[src/rtl/hazard_ctrl_if.sv]
// Hazard controller bus: ID/EX pipeline status in, pipeline control out.
// master = pipeline side, slave = hazard controller.
interface hazard_ctrl_if #(
  parameter int CNT_W = 32
);
  logic [31:0]      id_instru;
  logic             ex_MemRead;
  logic [4:0]       ex_Rd;
  logic             ex_taken;
  logic             mem_busy;
  logic             pc_write;
  logic             IF_ID_write;
  logic             IF_flush;
  logic             ID_flush;
  logic             pipe_hold;
  logic [CNT_W-1:0] stall_count;
  logic [CNT_W-1:0] flush_count;

  modport master (
    output id_instru, ex_MemRead, ex_Rd, ex_taken, mem_busy,
    input  pc_write, IF_ID_write, IF_flush, ID_flush, pipe_hold,
           stall_count, flush_count
  );

  modport slave (
    input  id_instru, ex_MemRead, ex_Rd, ex_taken, mem_busy,
    output pc_write, IF_ID_write, IF_flush, ID_flush, pipe_hold,
           stall_count, flush_count
  );
endinterface

[src/rtl/hazard_ctrl.sv]
// Hazard controller for the 5-stage RV64 pipeline: load-use stalls, branch
// flushes and memory-busy freezes. STALL_CYCLES (1..3) sets the load-use
// bubble length. Define HAZARD_PERF_EN to build the stall/flush performance
// counters; otherwise both count ports are tied to zero.
module hazard_ctrl #(
  parameter int STALL_CYCLES = 1,
  parameter int CNT_W        = 32
) (
  input  logic        clock,
  input  logic        reset,
  hazard_ctrl_if.slave hz
);

  typedef enum logic {RUN, STALL} state_e;

  state_e     state_q, state_d;
  logic [1:0] rem_q, rem_d;

  // Operand usage decode of the instruction sitting in ID.
  logic [6:0] opcode;
  logic [4:0] rs1, rs2;
  logic       uses_rs1, uses_rs2, lu_hit;

  assign opcode   = hz.id_instru[6:0];
  assign rs1      = hz.id_instru[19:15];
  assign rs2      = hz.id_instru[24:20];
  assign uses_rs1 = !(opcode inside {7'b0110111, 7'b0010111, 7'b1101111});
  assign uses_rs2 = opcode inside {7'b0110011, 7'b0100011, 7'b1100011};
  assign lu_hit   = hz.ex_MemRead && (hz.ex_Rd != 5'd0) &&
                    ((uses_rs1 && hz.ex_Rd == rs1) || (uses_rs2 && hz.ex_Rd == rs2));

  // Remaining instruction fields only matter to the datapath.
  logic unused_instr_bits;
  assign unused_instr_bits = ^{hz.id_instru[31:25], hz.id_instru[14:7]};

  logic pc_write, if_id_write, if_flush, id_flush, pipe_hold;

  // Next-state and control outputs, in priority order reset > busy > taken > stall.
  always_comb begin
    // NOTE: every signal gets a default first so no path leaves one unassigned (no latch).
    pc_write    = 1'b1;
    if_id_write = 1'b1;
    if_flush    = 1'b0;
    id_flush    = 1'b0;
    pipe_hold   = 1'b0;
    state_d     = state_q;
    rem_d       = rem_q;

    if (reset) begin
      pc_write    = 1'b0;
      if_id_write = 1'b0;
      if_flush    = 1'b1;
      id_flush    = 1'b1;
      state_d     = RUN;
      rem_d       = 2'd0;
    end else if (hz.mem_busy) begin
      pc_write    = 1'b0;
      if_id_write = 1'b0;
      pipe_hold   = 1'b1;
    end else if (hz.ex_taken) begin
      // The dependent instruction is killed, so a pending stall is dropped.
      if_flush    = 1'b1;
      id_flush    = 1'b1;
      state_d     = RUN;
      rem_d       = 2'd0;
    end else if (state_q == STALL) begin
      pc_write    = 1'b0;
      if_id_write = 1'b0;
      id_flush    = 1'b1;
      if (rem_q <= 2'd1) begin
        state_d = RUN;
        rem_d   = 2'd0;
      end else begin
        rem_d   = rem_q - 2'd1;
      end
    end else if (lu_hit) begin
      pc_write    = 1'b0;
      if_id_write = 1'b0;
      id_flush    = 1'b1;
      if (STALL_CYCLES > 1) begin
        state_d = STALL;
        rem_d   = 2'(STALL_CYCLES - 1);
      end
    end
  end

  // State register with synchronous reset.
  always_ff @(posedge clock) begin
    // NOTE: sequential state uses non-blocking assignments so all flops update together.
    if (reset) begin
      state_q <= RUN;
      rem_q   <= 2'd0;
    end else begin
      state_q <= state_d;
      rem_q   <= rem_d;
    end
  end

  assign hz.pc_write    = pc_write;
  assign hz.IF_ID_write = if_id_write;
  assign hz.IF_flush    = if_flush;
  assign hz.ID_flush    = id_flush;
  assign hz.pipe_hold   = pipe_hold;

`ifdef HAZARD_PERF_EN
  logic             stall_inc, flush_inc;
  logic [CNT_W-1:0] stall_cnt_q, flush_cnt_q;

  assign stall_inc = !reset && !hz.mem_busy && !hz.ex_taken && (state_q == STALL || lu_hit);
  assign flush_inc = !reset && !hz.mem_busy && hz.ex_taken;

  // Wrapping performance counters; frozen while memory is busy.
  always_ff @(posedge clock) begin
    if (reset) begin
      stall_cnt_q <= '0;
      flush_cnt_q <= '0;
    end else begin
      if (stall_inc) stall_cnt_q <= stall_cnt_q + 1'b1;
      if (flush_inc) flush_cnt_q <= flush_cnt_q + 1'b1;
    end
  end

  assign hz.stall_count = stall_cnt_q;
  assign hz.flush_count = flush_cnt_q;
`else
  assign hz.stall_count = {CNT_W{1'b0}};
  assign hz.flush_count = {CNT_W{1'b0}};
`endif

endmodule

[src/flat_wrapper.sv]
// flat-port wrapper written by rule: the top's interface ports become plain ports
module hazard_ctrl_flat 
#(
  parameter int STALL_CYCLES = 1,
  parameter int CNT_W        = 32
)
  (clock, reset, hz_id_instru, hz_ex_MemRead, hz_ex_Rd, hz_ex_taken, hz_mem_busy, hz_pc_write, hz_IF_ID_write, hz_IF_flush, hz_ID_flush, hz_pipe_hold, hz_stall_count, hz_flush_count);
  hazard_ctrl_if #(.CNT_W(CNT_W)) hz_i ();
  input  logic clock;
  input  logic reset;
  input wire logic [$bits(hz_i.id_instru)-1:0] hz_id_instru;
  input wire logic [$bits(hz_i.ex_MemRead)-1:0] hz_ex_MemRead;
  input wire logic [$bits(hz_i.ex_Rd)-1:0] hz_ex_Rd;
  input wire logic [$bits(hz_i.ex_taken)-1:0] hz_ex_taken;
  input wire logic [$bits(hz_i.mem_busy)-1:0] hz_mem_busy;
  output wire logic [$bits(hz_i.pc_write)-1:0] hz_pc_write;
  output wire logic [$bits(hz_i.IF_ID_write)-1:0] hz_IF_ID_write;
  output wire logic [$bits(hz_i.IF_flush)-1:0] hz_IF_flush;
  output wire logic [$bits(hz_i.ID_flush)-1:0] hz_ID_flush;
  output wire logic [$bits(hz_i.pipe_hold)-1:0] hz_pipe_hold;
  output wire logic [$bits(hz_i.stall_count)-1:0] hz_stall_count;
  output wire logic [$bits(hz_i.flush_count)-1:0] hz_flush_count;
  assign hz_i.id_instru = hz_id_instru;
  assign hz_i.ex_MemRead = hz_ex_MemRead;
  assign hz_i.ex_Rd = hz_ex_Rd;
  assign hz_i.ex_taken = hz_ex_taken;
  assign hz_i.mem_busy = hz_mem_busy;
  assign hz_pc_write = hz_i.pc_write;
  assign hz_IF_ID_write = hz_i.IF_ID_write;
  assign hz_IF_flush = hz_i.IF_flush;
  assign hz_ID_flush = hz_i.ID_flush;
  assign hz_pipe_hold = hz_i.pipe_hold;
  assign hz_stall_count = hz_i.stall_count;
  assign hz_flush_count = hz_i.flush_count;
  hazard_ctrl #(.STALL_CYCLES(STALL_CYCLES), .CNT_W(CNT_W)) u_core (.clock(clock), .reset(reset), .hz(hz_i));
endmodule
[config.mk]
export PLATFORM = sky130hd
export DESIGN_NAME = hazard_ctrl_flat
export DESIGN_NICKNAME = d
export VERILOG_FILES = /design/src/rtl/hazard_ctrl_if.sv /design/src/rtl/hazard_ctrl.sv /design/src/flat_wrapper.sv
export SDC_FILE = /design/constraint.sdc
export NUM_CORES = 1
export LEC_CHECK = 0
export ABC_AREA = 1
export CAP_MARGIN = 25
export CORE_ASPECT_RATIO = 0.7
export CORE_MARGIN = 3
export CORE_UTILIZATION = 40
export CTS_BUF_LIST = sky130_fd_sc_hd__clkbuf_8
export CTS_CLUSTER_DIAMETER = 120
export DETAILED_ROUTE_END_ITERATION = 8
export DONT_BUFFER_PORTS = 1
export MAX_ROUTING_LAYER = met4
export PLACE_DENSITY_LB_ADDON = 0.3
export REMOVE_ABC_BUFFERS = 1
export SYNTH_ARGS = -nofsm -noshare
export SYNTH_HDL_FRONTEND = slang
export SYNTH_SLANG_ARGS = --single-unit
[constraint.sdc]
create_clock -name clock -period 1.3 [get_ports clock]
set_clock_uncertainty 0.2 [all_clocks]
set_input_delay 0.26 -clock clock [delete_from_list [all_inputs] [get_ports clock]]
set_output_delay 0.26 -clock clock [all_outputs]
set_load 0.01 [all_outputs]
==> results of run 1 <==
-- worst min-delay path, delay by kind of cell --
kind,cells,cell delay [ps]
compound gates,2,100
buf+inv,1,30
-- cells by family (layout without fill, tap and decap cells) --
| kind of cell | after synthesis | after routing | share of synthesized area |
|---|---|---|---|
| compound gates | 11 | 11 | 0.0719 |
| xor+xnor | 5 | 5 | 0.0494 |
| buf+inv | 81 | 23 | 0.618 |
| flops | 3 | 3 | 0.0677 |
| other cells | 1 | 64 | 0.00423 |
| simple gates | 41 | 41 | 0.189 |
-- worst paths after layout --
path | endpoint | from
max | hz_IF_ID_write | hz_ex_Rd[4]
min | u_core.rem_q[0] | reset
max reg2reg | u_core.rem_q[1] | u_core.state_q
min reg2reg | u_core.rem_q[1] | u_core.rem_q[1]
-- cell usage after synthesis --
cell type                 count  share of area
sky130_fd_sc_hd__o31ai_1      1         0.0085
sky130_fd_sc_hd__nand3_1      4          0.023
sky130_fd_sc_hd__conb_1       1         0.0042
sky130_fd_sc_hd__o21ai_1      1         0.0056
sky130_fd_sc_hd__xnor2_1      1         0.0099
sky130_fd_sc_hd__nand4_1      1         0.0071
sky130_fd_sc_hd__buf_4       65           0.55
sky130_fd_sc_hd__a21oi_2      1         0.0099
sky130_fd_sc_hd__xor2_1       4          0.039
sky130_fd_sc_hd__nand2_2      2          0.014
sky130_fd_sc_hd__dfxtp_1      3          0.068
sky130_fd_sc_hd__nand2_1     23          0.097
sky130_fd_sc_hd__o21ai_0      3          0.017
sky130_fd_sc_hd__nor3_1       1         0.0056
sky130_fd_sc_hd__nor2_1      10          0.042
sky130_fd_sc_hd__o21a_1       1         0.0085
sky130_fd_sc_hd__inv_1       15          0.063
sky130_fd_sc_hd__a21oi_1      4          0.023
sky130_fd_sc_hd__inv_2        1         0.0042
-- power breakdown --
group | internal [mW] | switching (mW)
clock network | 0.201 | 0.0558
logic | 0.0540 | 0.142
registers | 0.0945 | 0.000764
-- state kept, by name, indices dropped and copies added (netlist names) --
signal,count
u_core.state_q,1
u_core.rem_q,2
-- metrics by stage --
step	hold slack, ps	setup WS, ps
2_1_floorplan	132	-144
3_3_place_gp	136	-252
3_5_place_dp	135	-246
4_1_cts	36.2	-176
5_1_grt	37.8	-222
6_report	38.6	-155
-- metal layers --
metal,track usage,vias up
met2,0.154,43
met5,-,-
met4,0.0395,0
li1,-,309
met1,0.109,254
met3,0.0198,0
-- timing repair --
item                                   in CTS  in global routing
pin swaps                                   4                 16
setup endpoints to repair                   3                  3
endpoints found under the hold margin       2                  0
hold buffers                                1                  0
gates resized for setup                    13                 22
-- cell type report --
| type | count | area, sq um | share of cell area |
|---|---|---|---|
| Clock buffer | 3 | 41.3 | 0.0482 |
| Clock inverter | 1 | 3.75 | 0.00439 |
| Inverter | 16 | 92.6 | 0.108 |
| Multi-Input combinational cell | 121 | 596 | 0.696 |
| Sequential cell | 3 | 60.1 | 0.0702 |
| Tap cell | 30 | 37.5 | 0.0439 |
| Timing Repair Buffer | 3 | 25.0 | 0.0292 |
-- placed cells by master, fill, tap and decap left out, types with 3 or more instances in the layout --
master	netlist	layout
sky130_fd_sc_hd__dfxtp_1	3	3
sky130_fd_sc_hd__a21oi_1	4	3
sky130_fd_sc_hd__nand2_2	2	6
sky130_fd_sc_hd__nor2_1	10	8
sky130_fd_sc_hd__xor2_1	4	3
sky130_fd_sc_hd__conb_1	1	64
sky130_fd_sc_hd__nand2_1	23	17
sky130_fd_sc_hd__clkbuf_8	0	3
sky130_fd_sc_hd__inv_1	15	11
sky130_fd_sc_hd__o21ai_0	3	3
sky130_fd_sc_hd__nand3_1	4	3
==> report_table.html, run 1 <==
<table>
<tr><th>Metric</th><th>Value</th></tr>
<tr><th colspan="2">Setup path</th></tr>
<tr><td>Critical path type</td><td>in2out</td></tr>
<tr><td>Crit-path most repeated cell</td><td>sky130_fd_sc_hd__nand2_2</td></tr>
<tr><td>Setup slack of the most critical reg-to-reg path</td><td>150 ps</td></tr>
<tr><td>Startpoint kind of the worst setup timing path</td><td>input pin</td></tr>
<tr><td>Type of element capturing the critical path</td><td>primary output</td></tr>
<tr><td>Cell Chain, Critical Path</td><td>inv_4, nand3_4, o31ai_1, inv_1, nand2_2, nand2_2, a21oi_4</td></tr>
<tr><td>Number of cells on the critical path</td><td>7</td></tr>
<tr><td>Arrival @ worst endpoint</td><td>between 900 and 1000 ps</td></tr>
<tr><td>Worst-path maximum fanout</td><td>3</td></tr>
<tr><td>Depth of the worst register-to-register path</td><td>6</td></tr>
<tr><td>Maximum single-stage delay on the critical path</td><td>~200 ps</td></tr>
<tr><td>Required time of the critical path</td><td>840 ps</td></tr>
<tr><td>Worst path buffer plus inverter count</td><td>2</td></tr>
<tr><td>Crit-path slowest cell</td><td>sky130_fd_sc_hd__a21oi_4</td></tr>
<tr><td>Top delay family on crit path</td><td>compound AO/OA/AOI/OAI gates</td></tr>
<tr><th colspan="2">Clock network</th></tr>
<tr><td>Cell chosen for the clock root</td><td>sky130_fd_sc_hd__clkbuf_8</td></tr>
<tr><td>CTS tree</td><td>built</td></tr>
<tr><td>Maximum buffer depth of the clock tree</td><td>2</td></tr>
<tr><td>Clock-pin slew on the worst setup and hold paths</td><td>around 30 ps</td></tr>
<tr><td>Clock sink total</td><td>3</td></tr>
<tr><td>Number of buffers added by the clock tree synthesis step</td><td>3</td></tr>
<tr><td>Depth of the CTS H-tree</td><td>1</td></tr>
<tr><td>Clock insertion delay at the later pin of the skew report</td><td>210 ps</td></tr>
<tr><td>Post-CTS setup buffer count</td><td>0</td></tr>
<tr><th colspan="2">Die</th></tr>
<tr><td>Total number of placement rows</td><td>13</td></tr>
<tr><td>Starting Density</td><td>0.451</td></tr>
<tr><td>Overall die area</td><td>0.00283 sq mm</td></tr>
<tr><td>Die outline width</td><td>62.3 microns</td></tr>
<tr><td>I/O Pins</td><td>111</td></tr>
<tr><td>Core outline area</td><td>0.00197 sq mm</td></tr>
<tr><td>Overall die height</td><td>45.4 microns</td></tr>
<tr><th colspan="2">Pwr</th></tr>
<tr><td>Maximum VDD drop</td><td>0.267 mV</td></tr>
<tr><td>Power density of the placed cells</td><td>640 mW/mm^2</td></tr>
<tr><td>Total power</td><td>between 0.5 and 0.6 mW</td></tr>
<tr><td>Leakage power of the design</td><td>0.502 nW</td></tr>
<tr><th colspan="2">Route</th></tr>
<tr><td>Routed vias/inst</td><td>3.42</td></tr>
<tr><td>Antenna viol nets, final</td><td>0</td></tr>
<tr><td>Metal1 wirelength</td><td>~600 microns</td></tr>
<tr><td>Max Used Layer</td><td>met3</td></tr>
<tr><td>DRC violation count after routing</td><td>0</td></tr>
<tr><td>Detailed Routing Iterations Pass 1</td><td>3</td></tr>
<tr><td>Routed wl met2</td><td>804 microns</td></tr>
<tr><td>Sum of met3 wire segment lengths after detailed routing</td><td>167 microns</td></tr>
<tr><td>Detailed-route via count</td><td>606</td></tr>
<tr><td>Routed wire length</td><td>roughly 1600 microns</td></tr>
<tr><td>DRC violation total after the first TritonRoute iteration</td><td>6</td></tr>
<tr><td>Routed length per instance</td><td>8.97 microns</td></tr>
<tr><th colspan="2">Logic synthesis</th></tr>
<tr><td>Number of unique standard cell types used by synthesis</td><td>19</td></tr>
<tr><td>Number of instances in the synthesized netlist</td><td>142</td></tr>
<tr><td>Share of the yosys chip area belonging to registers</td><td>0.0677</td></tr>
<tr><td>Netlist area before placement</td><td>887 sq um</td></tr>
<tr><td>Total of flip-flops plus latches after synthesis</td><td>3</td></tr>
<tr><td>Synthesized area per cell</td><td>~6.2 sq um</td></tr>
<tr><td>Synthesis Warnings</td><td>0</td></tr>
<tr><th colspan="2">Cells and area</th></tr>
<tr><td>Non-Filler Cell Area, Final</td><td>856 sq um</td></tr>
<tr><td>FILL cells</td><td>212</td></tr>
<tr><td>Number of antenna diodes</td><td>0</td></tr>
<tr><td>Final-stage net count</td><td>190</td></tr>
<tr><td>Proportion of layout cells with a drive suffix above 1</td><td>0.184</td></tr>
<tr><td>Final std cells w/o fill</td><td>roughly 180</td></tr>
<tr><td>Final standard cell utilization of the core</td><td>0.435</td></tr>
<tr><td>Relative area change from synthesis to final layout</td><td>-3.53%</td></tr>
<tr><th colspan="2">Timing</th></tr>
<tr><td>Final worst path period need</td><td>approximately 1500 ps</td></tr>
<tr><td>Highest clock rate</td><td>a little under 0.7 GHz</td></tr>
<tr><td>Hold Violations, Final</td><td>0</td></tr>
<tr><td>Final WS setup</td><td>-155 ps</td></tr>
<tr><td>Unrepaired setup endpoints after global routing</td><td>yes</td></tr>
<tr><td>Share of the clock period used by the worst path</td><td>1.12</td></tr>
<tr><td>Max Transition Viols Final</td><td>0</td></tr>
<tr><td>Final setup violating endpoints</td><td>3</td></tr>
<tr><td>Sum of negative setup slack</td><td>-424 ps</td></tr>
<tr><th colspan="2">GRT</th></tr>
<tr><td>Pin count of the biggest net entering global routing</td><td>6</td></tr>
<tr><td>Total overflow reported by the global router</td><td>0</td></tr>
<tr><td>Via count of the first global-routing pass</td><td>445</td></tr>
<tr><td>Number of antenna violations at the first check in global routing</td><td>0</td></tr>
<tr><td>GRT Total Usage</td><td>0.0917</td></tr>
<tr><td>Global-route wire length before repair</td><td>about 1900 microns</td></tr>
<tr><th colspan="2">Placement</th></tr>
<tr><td>DP Cell Count</td><td>172</td></tr>
<tr><td>Count of buffers inserted at the top-level ports</td><td>0</td></tr>
<tr><td>Total cell area at the placement stage</td><td>688 sq um</td></tr>
<tr><td>Final RePlAce weighted congestion</td><td>0.766</td></tr>
<tr><td>Post-detailed-placement half-perimeter wirelength</td><td>approximately 1400 microns</td></tr>
<tr><th colspan="2">Run status</th></tr>
<tr><td>Outcome</td><td>complete, but fails checks</td></tr>
<tr><td>Violated checks</td><td>setup timing</td></tr>
<tr><th colspan="2">Run</th></tr>
<tr><td>Max-cap violations</td><td>0</td></tr>
<tr><th colspan="2">Hold path</th></tr>
<tr><td>Cells on Worst Hold Path</td><td>3</td></tr>
<tr><td>Path type of the worst min-delay path</td><td>in2reg</td></tr>
</table>
(Power assumes the default switching activity.)
==> run 2: changes to the inputs <==
- clock period: 1.3 -> 1.75 ns (I/O delays scaled with it)
==> report_table.html, run 2 (same netlist as run 1, synthesis figures left out) <==
<table>
<tr><th>Metric</th><th>Value</th></tr>
<tr><th colspan="2">Setup path</th></tr>
<tr><td>Type of element capturing the critical path</td><td>primary output</td></tr>
<tr><td>Arrival @ worst endpoint</td><td>1110 ps (+120 ps)</td></tr>
<tr><td>Required time of the critical path</td><td>1200 ps (+360 ps)</td></tr>
<tr><td>Setup slack of the most critical reg-to-reg path</td><td>610 ps (+460 ps)</td></tr>
<tr><td>Critical path type</td><td>in2out</td></tr>
<tr><td>Startpoint kind of the worst setup timing path</td><td>input pin</td></tr>
<tr><td>Worst-path maximum fanout</td><td>3 (unchanged)</td></tr>
<tr><th colspan="2">Placement</th></tr>
<tr><td>Post-detailed-placement half-perimeter wirelength</td><td>1350 microns (-1.3%)</td></tr>
<tr><td>Pre-CTS WS</td><td>59.4 ps (+305 ps)</td></tr>
<tr><td>Final RePlAce weighted congestion</td><td>0.775 (+1.2%)</td></tr>
<tr><td>Count of buffers inserted at the top-level ports</td><td>0 (unchanged)</td></tr>
<tr><th colspan="2">Pwr</th></tr>
<tr><td>Leakage power of the design</td><td>0.467 nW (-7.0%)</td></tr>
<tr><td>Total power</td><td>0.382 mW (-30%)</td></tr>
<tr><td>Power density of the placed cells</td><td>524 mW/mm^2 (-18%)</td></tr>
<tr><td>Maximum VDD drop</td><td>0.191 mV (-28%)</td></tr>
<tr><th colspan="2">Cells and area</th></tr>
<tr><td>Number of flip-flops in the largest register</td><td>2 (unchanged)</td></tr>
<tr><td>Proportion of layout cells with a drive suffix above 1</td><td>0.0556 (-0.128)</td></tr>
<tr><td>Leading cell type in the layout, fill and taps excluded</td><td>sky130_fd_sc_hd__conb_1</td></tr>
<tr><td>FILL cells</td><td>204 (-3.8%)</td></tr>
<tr><td>Relative area change from synthesis to final layout</td><td>-17.8%</td></tr>
<tr><td>Number of antenna diodes</td><td>0 (unchanged)</td></tr>
<tr><td>Largest reg by FF count</td><td>u_core.rem_q</td></tr>
<tr><td>Top flop regs</td><td>u_core.rem_q x2, u_core.state_q x1</td></tr>
<tr><td>Final-stage net count</td><td>187 (-1.6%)</td></tr>
<tr><td>Most used cells in the layout excluding fill and tap cells</td><td>64 x sky130_fd_sc_hd__conb_1, 23 x sky130_fd_sc_hd__nand2_1, 16 x sky130_fd_sc_hd__inv_1</td></tr>
<tr><th colspan="2">Die</th></tr>
<tr><td>Starting Density</td><td>0.451 (unchanged)</td></tr>
<tr><td>Core outline area</td><td>0.00197 sq mm (unchanged)</td></tr>
<tr><td>I/O Pins</td><td>111 (unchanged)</td></tr>
<tr><td>Overall die height</td><td>45.4 microns (unchanged)</td></tr>
<tr><td>Overall die area</td><td>0.00283 sq mm (unchanged)</td></tr>
<tr><td>Die outline width</td><td>62.3 microns (unchanged)</td></tr>
<tr><td>Total number of placement rows</td><td>13 (unchanged)</td></tr>
<tr><th colspan="2">GRT</th></tr>
<tr><td>Global-route wire length before repair</td><td>1900 microns (-2.5%)</td></tr>
<tr><td>Number of antenna violations at the first check in global routing</td><td>0 (unchanged)</td></tr>
<tr><td>Pin count of the biggest net entering global routing</td><td>6 (unchanged)</td></tr>
<tr><td>Via count of the first global-routing pass</td><td>438 (-1.6%)</td></tr>
<tr><td>Total overflow reported by the global router</td><td>0 (unchanged)</td></tr>
<tr><td>GRT Total Usage</td><td>0.0884 (-0.00338)</td></tr>
<tr><th colspan="2">Timing</th></tr>
<tr><td>Final worst path period need</td><td>1660 ps</td></tr>
<tr><td>Unrepaired setup endpoints after global routing</td><td>no</td></tr>
<tr><td>Highest clock rate</td><td>0.604 GHz</td></tr>
<tr><td>Hold Violations, Final</td><td>0 (unchanged)</td></tr>
<tr><td>Sum of negative setup slack</td><td>0 ps (+424 ps)</td></tr>
<tr><td>Share of the clock period used by the worst path</td><td>0.947</td></tr>
<tr><td>Final setup violating endpoints</td><td>0 (-3)</td></tr>
<tr><td>Min Hold Slack</td><td>11.6 ps (-27.0 ps)</td></tr>
<tr><td>Max Transition Viols Final</td><td>0 (unchanged)</td></tr>
<tr><td>Final WS setup</td><td>93.2 ps (+248 ps)</td></tr>
<tr><th colspan="2">Clock network</th></tr>
<tr><td>Number of buffers added by the clock tree synthesis step</td><td>3 (unchanged)</td></tr>
<tr><td>Maximum buffer depth of the clock tree</td><td>2 (unchanged)</td></tr>
<tr><td>Cell chosen for the clock root</td><td>sky130_fd_sc_hd__clkbuf_8</td></tr>
<tr><td>CTS-repair resized insts</td><td>0 (-13)</td></tr>
<tr><td>CTS tree</td><td>built</td></tr>
<tr><td>Depth of the CTS H-tree</td><td>1 (unchanged)</td></tr>
<tr><td>Clock sink total</td><td>3 (unchanged)</td></tr>
<tr><td>Clock insertion delay at the later pin of the skew report</td><td>210 ps (about the same)</td></tr>
<tr><td>Post-CTS setup buffer count</td><td>0 (unchanged)</td></tr>
<tr><td>Hold-fix buffers, CTS</td><td>0 (-1)</td></tr>
<tr><td>Clock-pin slew on the worst setup and hold paths</td><td>30 ps (about the same)</td></tr>
<tr><th colspan="2">Route</th></tr>
<tr><td>DRC violation total after the first TritonRoute iteration</td><td>8 (+2)</td></tr>
<tr><td>Routed length per instance</td><td>8.59 microns (-4.2%)</td></tr>
<tr><td>Detailed Routing Iterations Pass 1</td><td>2 (-1)</td></tr>
<tr><td>Routed vias/inst</td><td>3.29 (-3.8%)</td></tr>
<tr><td>Routed wire length</td><td>1500 microns (-5.8%)</td></tr>
<tr><td>DRC violation count after routing</td><td>0 (unchanged)</td></tr>
<tr><td>Detailed-route via count</td><td>573 (-5.4%)</td></tr>
<tr><td>Antenna viol nets, final</td><td>0 (unchanged)</td></tr>
<tr><th colspan="2">Run status</th></tr>
<tr><td>Outcome</td><td>finished, final reports clean</td></tr>
<tr><th colspan="2">Hold path</th></tr>
<tr><td>Path type of the worst min-delay path</td><td>in2reg</td></tr>
<tr><th colspan="2">Run</th></tr>
<tr><td>Max-cap violations</td><td>0 (unchanged)</td></tr>
</table>
==> run 2: cell types whose count changed in the layout (fill, tap and decap cells not counted), sizes merged <==
cell,delta
buf,-2
dlygate4sd3,-1
==> run 2: area by class of cell <==
class | instances | area, sq um | area share
Inverter | 16 | 60.1 | 0.0823
Tap cell | 30 | 37.5 | 0.0515
Clock inverter | 1 | 3.75 | 0.00515
Multi-Input combinational cell | 121 | 527 | 0.722
Sequential cell | 3 | 60.1 | 0.0823
Clock buffer | 3 | 41.3 | 0.0566
==> run 2: worst paths after layout <==
kind | from | to | cells after the start
worst max-delay path | hz_ex_Rd[4] | hz_IF_ID_write | 7
worst min-delay path | reset | u_core.rem_q[1] | 1
worst max register to register | u_core.state_q | u_core.rem_q[1] | 5
worst min register to register | u_core.rem_q[1] | u_core.rem_q[1] | 2
==> run 2: metal layers <==
metal / routed length (microns) / part of all wire / up-vias / GRT usage
met1: 623 / 0.42 / 228 / 0.112
met4: 0 / 0 / 0 / 0.0395
met5: 0 / 0 / - / -
met3: 161 / 0.11 / 0 / 0.0148
met2: 710 / 0.47 / 43 / 0.141
li1: - / - / 302 / -
==> run 2: critical path, stage by stage <==
cell and delay (ps):
sky130_fd_sc_hd__inv_1 50, sky130_fd_sc_hd__nand3_1 90, sky130_fd_sc_hd__o31ai_1 200, sky130_fd_sc_hd__inv_1 70, sky130_fd_sc_hd__nand2_2 90, sky130_fd_sc_hd__nand2_2 70
sky130_fd_sc_hd__a21oi_4 190
==> run 2: through the flow <==
| stage | area [sq um] | std cells | utilization |
|---|---|---|---|
| 6_report | 729 | 174 | 0.371 |
| 5_1_grt | 729 | 174 | 0.371 |
| 4_1_cts | 718 | 174 | 0.365 |
| 3_5_place_dp | 673 | 170 | 0.342 |
| 3_3_place_gp | 673 | 170 | 0.342 |
| 2_1_floorplan | 636 | 140 | - |
==> run 2: power by group <==
part / total [mW] / switching, mW / internal (mW)
logic: 0.122 / 0.0981 / 0.0242
clock network: 0.189 / 0.0405 / 0.149
registers: 0.0707 / 0.000469 / 0.0702
